[src/rtl/player_pkg.sv]
// Shared constants for the player-state block: field widths, status-word
// bit positions and default parameter values.
package player_pkg;

   localparam int POS_W   = 3;
   localparam int LIVES_W = 2;

   localparam int POS_LSB       = 0;
   localparam int SHOT_BIT      = 3;
   localparam int HIT_BIT       = 4;
   localparam int GAME_OVER_BIT = 5;
   localparam int LIVES_LSB     = 6;

   localparam int DEF_POS_RESET     = 3;
   localparam int DEF_LIVES_INIT    = 3;
   localparam int DEF_FIRE_COOLDOWN = 4;
   localparam int DEF_HIT_GRACE     = 8;

   localparam logic [POS_W-1:0] POS_MAX = '1;

endpackage

[src/rtl/player_controller_edge_detect.sv]
// Rising-edge detector; the previous-value register resets high so a level
// held through reset is not reported as a press.
module edge_detect (
   input  logic clk,
   input  logic rst,
   input  logic din,
   output logic rise
);

   logic prev_q;
   logic prev_d;

   always_comb begin
      prev_d = din;
   end

   always_ff @(posedge clk) begin
      if (!rst) begin
         prev_q <= 1'b1;
      end else begin
         prev_q <= prev_d;
      end
   end

   assign rise = din & ~prev_q;

endmodule

[src/rtl/player_controller.sv]
// Player position, fire cooldown, hit grace and lives tracking; publishes a
// registered 8-bit status word every cycle.
module player_controller
   import player_pkg::*;
#(
   parameter int POS_RESET     = DEF_POS_RESET,
   parameter int LIVES_INIT    = DEF_LIVES_INIT,
   parameter int FIRE_COOLDOWN = DEF_FIRE_COOLDOWN,
   parameter int HIT_GRACE     = DEF_HIT_GRACE
) (
   input  logic       clk,
   input  logic       rst,
   input  logic       button_up,
   input  logic       button_down,
   input  logic       is_firing,
   input  logic       projectile,
   output logic [7:0] data_out
);

   localparam int CD_W = $clog2(FIRE_COOLDOWN + 1);
   localparam int GR_W = $clog2(HIT_GRACE + 1);

   logic [2:0] btn_raw;
   logic [2:0] btn_press;

   assign btn_raw = {is_firing, button_down, button_up};

   genvar gi;
   generate
      for (gi = 0; gi < 3; gi++) begin : g_edge
         edge_detect u_edge (
            .clk  (clk),
            .rst  (rst),
            .din  (btn_raw[gi]),
            .rise (btn_press[gi])
         );
      end
   endgenerate

   logic [POS_W-1:0]   pos_q, pos_d;
   logic [LIVES_W-1:0] lives_q, lives_d;
   logic [CD_W-1:0]    cool_q, cool_d;
   logic [GR_W-1:0]    grace_q, grace_d;
   logic               over_q, over_d;
   logic               shot_q, shot_d;
   logic               hit_q, hit_d;
   logic               game_ends;
   logic               move_up, move_dn;

   assign move_up = btn_press[0] & ~btn_press[1];
   assign move_dn = btn_press[1] & ~btn_press[0];

   always_comb begin
      pos_d     = pos_q;
      lives_d   = lives_q;
      over_d    = over_q;
      shot_d    = 1'b0;
      hit_d     = 1'b0;
      game_ends = 1'b0;
      cool_d    = (cool_q != '0) ? cool_q - 1'b1 : cool_q;
      grace_d   = (grace_q != '0) ? grace_q - 1'b1 : grace_q;

      if (!over_q) begin
         if (projectile && grace_q == '0) begin
            hit_d   = 1'b1;
            lives_d = lives_q - 1'b1;
            grace_d = GR_W'(HIT_GRACE);
            if (lives_q == LIVES_W'(1)) begin
               over_d    = 1'b1;
               game_ends = 1'b1;
            end
         end
         // The fatal hit takes precedence: the same-cycle move and shot are dropped.
         if (!game_ends) begin
            if (move_up && pos_q != POS_MAX) begin
               pos_d = pos_q + 1'b1;
            end else if (move_dn && pos_q != '0) begin
               pos_d = pos_q - 1'b1;
            end
            if (btn_press[2] && cool_q == '0) begin
               shot_d = 1'b1;
               cool_d = CD_W'(FIRE_COOLDOWN);
            end
         end
      end
   end

   always_ff @(posedge clk) begin
      if (!rst) begin
         pos_q   <= POS_W'(POS_RESET);
         lives_q <= LIVES_W'(LIVES_INIT);
         cool_q  <= '0;
         grace_q <= '0;
         over_q  <= 1'b0;
         shot_q  <= 1'b0;
         hit_q   <= 1'b0;
      end else begin
         pos_q   <= pos_d;
         lives_q <= lives_d;
         cool_q  <= cool_d;
         grace_q <= grace_d;
         over_q  <= over_d;
         shot_q  <= shot_d;
         hit_q   <= hit_d;
      end
   end

   always_comb begin
      data_out = '0;
      data_out[POS_LSB +: POS_W]     = pos_q;
      data_out[SHOT_BIT]             = shot_q;
      data_out[HIT_BIT]              = hit_q;
      data_out[GAME_OVER_BIT]        = over_q;
      data_out[LIVES_LSB +: LIVES_W] = lives_q;
   end

endmodule

[config.mk]
export PLATFORM = sky130hd
export DESIGN_NAME = player_controller
export DESIGN_NICKNAME = d
export VERILOG_FILES = /design/src/rtl/player_pkg.sv /design/src/rtl/player_controller_edge_detect.sv /design/src/rtl/player_controller.sv
export SDC_FILE = /design/constraint.sdc
export NUM_CORES = 1
export LEC_CHECK = 0
export BUFFER_PORTS_ARGS = -buffer_cell sky130_fd_sc_hd__buf_2
export CAP_MARGIN = 30
export CORE_MARGIN = 5
export CORE_UTILIZATION = 43
export CTS_CLUSTER_DIAMETER = 120
export CTS_CLUSTER_SIZE = 16
export DETAILED_ROUTE_END_ITERATION = 8
export GPL_ROUTABILITY_DRIVEN = 0
export MAX_ROUTING_LAYER = met4
export PLACE_DENSITY = 0.73
export SYNTH_ARGS = -nofsm -noshare
export SYNTH_HDL_FRONTEND = slang
export SYNTH_SLANG_ARGS = --single-unit
export TNS_END_PERCENT = 50
[constraint.sdc]
create_clock -name clk -period 4.5 [get_ports clk]
set_input_delay 0.9 -clock clk [delete_from_list [all_inputs] [get_ports clk]]
set_output_delay 0.9 -clock clk [all_outputs]
set_load 0.005 [all_outputs]
== Word level (Yosys, flattened, before mapping) ==
Index checks and enable logic that the tools add are counted.
Cells by class
  mux-type cells: 15
  reduce and logical (&&, ||, !) cells: 14
  add/sub/neg operators: 5
  bitwise operators: 13
  eq/ne operators: 2
Operators by type and width (number)
  $mux W3: 6
  $mux W4: 3
  $not A1 Y1: 8
  $mux W1: 6
  $reduce_bool A3 Y1: 2
  $sub A3 B1 Y3 const B: 2
  $and A1 B1 Y1: 5
  $logic_and A1 B1 Y1: 4
  $logic_not A4 Y1: 1
  $reduce_bool A4 Y1: 1
  $sub A4 B1 Y4 const B: 1
  $add A3 B1 Y3 const B: 1
  $logic_not A3 Y1: 1
  $ne A3 B3 Y1 const B: 1
  $reduce_and A3 Y1: 1
  $reduce_or A3 Y1: 1
  $eq A2 B1 Y1 const B: 1
  $reduce_and A2 Y1: 1
  $reduce_bool A2 Y1: 1
  $reduce_or A2 Y1: 1
  $sub A2 B1 Y2 const B: 1
Storage, ports and cells
  output and inout port bits: 8
  input port bits: 6
  register bits: 18

== Depth between registers and ports, before layout ==
  word-level depth: 7
  mapped depth: 7
  mapped depth without buffers: 7

== Modules after synthesis ==
From an unflattened synthesis, not the netlist that was laid out.
Second synthesis, totals
  cell total of the unflattened synthesis: 92
  area total of the unflattened synthesis: 890.9 um^2
Modules (own cells, without submodules)
  player_controller: instances 1, area an instance 770.7 um^2, cells each 83
  edge_detect: instances 3, area an instance 40.0 um^2, cells each 3

== Worst setup path before layout ==
OpenSTA, ideal clock, no wires.
  path kind: input to register
  start: in button_up
  end: reg pos_q[2]
  setup time: 0.070 ns
  setup slack: 2.151 ns
  stages: 7
  data arrival time: 2.280 ns
  path buffers: 0
  cells stage by stage: nor2b_1 -> and3_4 -> inv_1 -> fa_1 -> xor2_1 -> or3_1 -> a21boi_1
Between the ends
  longest elaborated chain between the ends: 6
  elaborated cells between the ends (all ways): 9
RTL lines
  from (decl): line player_controller.sv:13  | input logic button_up,
  $and A1 B1 Y1 *: line player_controller_edge_detect.sv:25  | assign rise = din & ~prev_q;
  $not A1 Y1: line player_controller.sv:51  | assign move_dn = btn_press[1] & ~btn_press[0];
  $and A1 B1 Y1: line player_controller.sv:51
  $logic_and A1 B1 Y1: line player_controller.sv:77  | end else if (move_dn && pos_q != '0) begin
  $reduce_bool A2 Y1 (no line)
  $reduce_and A3 Y1 (no line)
  to (signal assigned): line player_controller.sv:90  | pos_q <= POS_W'(POS_RESET);
  to (signal assigned): line player_controller.sv:98  | pos_q <= pos_d;
  to (decl): line player_controller.sv:40  | logic [POS_W-1:0] pos_q, pos_d;
Every way passes the cells marked *; elsewhere a longest branch is shown, timed or not.
A chain may end at the register's enable or synchronous reset.

== Worst setup path after layout ==
Ends and elaborated chain as after synthesis.

==> reports/results.ini <==
[worst_setup_path]
crit_end=pos_q[2]
cp-start-kind=input pin
critPathRequiredTime_ns=4.73
r2r_cells=7
slowest_delay_ns=0.37
worstReg2RegEnd=pos_q[2]
cp_cell_sequence=buf_2 > nor2b_1 > and3_4 > inv_1 > fa_1 > xor2_1 > or3_1 > a21boi_1
cp-startpoint=button_up
cp-end-kind=flop
cp.depth=8
critPathTopFamily=simple AND/OR/NAND/NOR gates
crit_slowest_cell=fa_1
path_buf_inv=2
r2r_start=g_edge[0].u_edge.prev_q
r2r_slack_ns=2.70
cp_max_fo=3
crit_type=input pin to flop
cp.arrival_ns=2.43

[detailed_routing]
topRoutingLayerUsed=met4
remaining_drc_errors=0
ant_nets=0
drt_iter0_markers=5
wl_met2_um=681
vias_per_cell=4.76
wirelength_um=1350
vias=619
wl_met1_um=578
dr.pass1.iters=4
wl_met3_um=66
wl_per_cell_um=10.4

[clocking]
cts_resized=0
clk_latency_ns=0.29
holdBufCountCts=0
cts_tree=built
numCtsBuffers=3
cts-root-buf=clkbuf_4
post_cts_buffers=0
cts.sinks=18
clk_path_buf_depth=2
clkTransAtPathRegs_ns=0.10
ctsHtreeMaxLevel=1

[die]
start_util=0.443
die_x_um=54.5
fp.dieH_um=54.5
fp.coreArea_sq_mm=0.00192
dieArea_sq_mm=0.00297
io_pins=14
std_cell_rows=16

[synth]
syn_inst=90
synth_ff_type=dfxtp_1
synth-edff-count=0
syn_nets=101
yosysWarnings=0
synth.distinct_cells=34
synth-seq-cells=18
synthArstFlopShare=0
synth_area_per_cell_sq_um=9.47
synthesis.area_sq_um=852
ys_seq_area_frac=0.423

[timing]
fin_crit_sh=0.488
fin_ws_ns=2.30
fin_hold_ws_ns=0.525
relSlewSlack=0.779
fin_tns_setup_ns=0
period_needed_ns=2.20
slew_viol_final=0
rsz0062_at_grt=no
finClkSkew_ns=0.00261
tightest_slew_ns=0.330
fmax_mhz=456
hold_viol_final=0
setup_viol=0

[cells_and_area]
seqCellArea_sq_um=360
num_antenna_cells=0
layout_commonest_cell=dfxtp_1
stdcell_count=130
nNetsFinal=115
utilization=0.500
drive_above_1_share=0.243
n_fill_cell=204
multi_input_area_sq_um=439
synthToLayoutAreaGrowth_pct=12.8
mostFrequentLayoutCells=18 x dfxtp_1, 13 x buf_2, 10 x nand2_1

[place]
post-dp-hpwl_um=1030
pre_cts_slack_ns=1.98
port_buffers=13
place_inst=126

[run_status]
status=complete, no violations

[flow_run]
maxCapViolCount=0

[power_and_ir_drop]
power_frac_clock=0.179
p_leak_uw=0.000414
p_int_uw=358
combPwrFrac=0.396
switching_share=0.344
p_per_area_mw_per_mm2=568
sequentialPowerShare=0.425
p_switching_uw=188
ir_drop_uv=319

[global_route]
grt_pass1_vias=570
grt_max_degree=18
antenna_found_initial=0
overflow=0
grt_pass1_wl_um=2300
grt_usage=0.115

[hold_path]
hp-start=lives_q[1]
hold_path.class=flop to flop

[cell type report]
cell class | instances | area share
well taps | 27 | 0.0352
clock buffers | 4 | 0.0378
repair buffers | 13 | 0.0677
multi-input cells | 61 | 0.457
flip-flops and latches | 18 | 0.375
inverters | 7 | 0.0273
[state kept, by name, indices dropped and copies added (netlist names)]
name / cells
cool_q: 3
g_edge.u_edge.prev_q: 3
grace_q: 4
hit_q: 1
lives_q: 2
over_q: 1
pos_q: 3
shot_q: 1
[per-stage QoR]
stage / total power, uW / instance area (sq um)
2_1_floorplan: 413 / 852
3_3_place_gp: 446 / 925
3_5_place_dp: 457 / 925
4_1_cts: 557 / 961
5_1_grt: 601 / 961
6_report: 545 / 961
[kinds of logic after synthesis]
group                      Yosys count  share of synthesized area
xor gates and xnor gates             4                     0.0411
and+or+nand+nor                     37                      0.254
AOI/OAI and AO/OA                   14                      0.126
muxes                                1                     0.0117
adders and majority gates            5                     0.0822
buffers and inverters               11                     0.0617
DFF                                 18                      0.423
[worst min-delay path: stages, from the launching register on]
cell and delay [ns]:
dfxtp_1 0.32, inv_1 0.07, o211ai_1 0.09
[power by group through the flow]
stage | registers, uW | clock network (uW) | logic, uW
after floorplan | 232 | 0 | 180
after global placement | 235 | 0 | 211
after CTS | 233 | 103 | 221
final | 232 | 97.6 | 216
after global routing | 240 | 111 | 250
after detailed placement | 237 | 0 | 220
[synthesized netlist by cell type, types with 2 or more instances]
cell,number,share of area
dfxtp_1,18,0.42
nand2_1,10,0.044
inv_1,7,0.031
nor2_1,6,0.026
nand2b_1,5,0.037
ha_1,4,0.059
a21oi_1,3,0.018
buf_4,3,0.026
and2_1,2,0.015
nor2b_1,2,0.015
nor3_1,2,0.012
o21a_1,2,0.018
o21ai_0,2,0.012
or3_1,2,0.015
xnor2_1,2,0.021
xor2_1,2,0.021
[worst min-delay path by stage]
stage,cells past startpoint,to,slack (ns)
2_1_floorplan,2,grace_q[1],0.47
3_3_place_gp,2,grace_q[1],0.49
3_5_place_dp,2,grace_q[1],0.52
4_1_cts,2,grace_q[1],0.54
5_1_grt,2,pos_q[2],0.56
6_report,2,lives_q[1],0.52
[layer usage]
metal  global-route usage  up-vias
met2                0.183        9
met3               0.0572        4
met5                    -        -
met4               0.0498        0
met1                0.119      281
li1                     -      325
No activity file was read; power rests on OpenSTA's default activity.
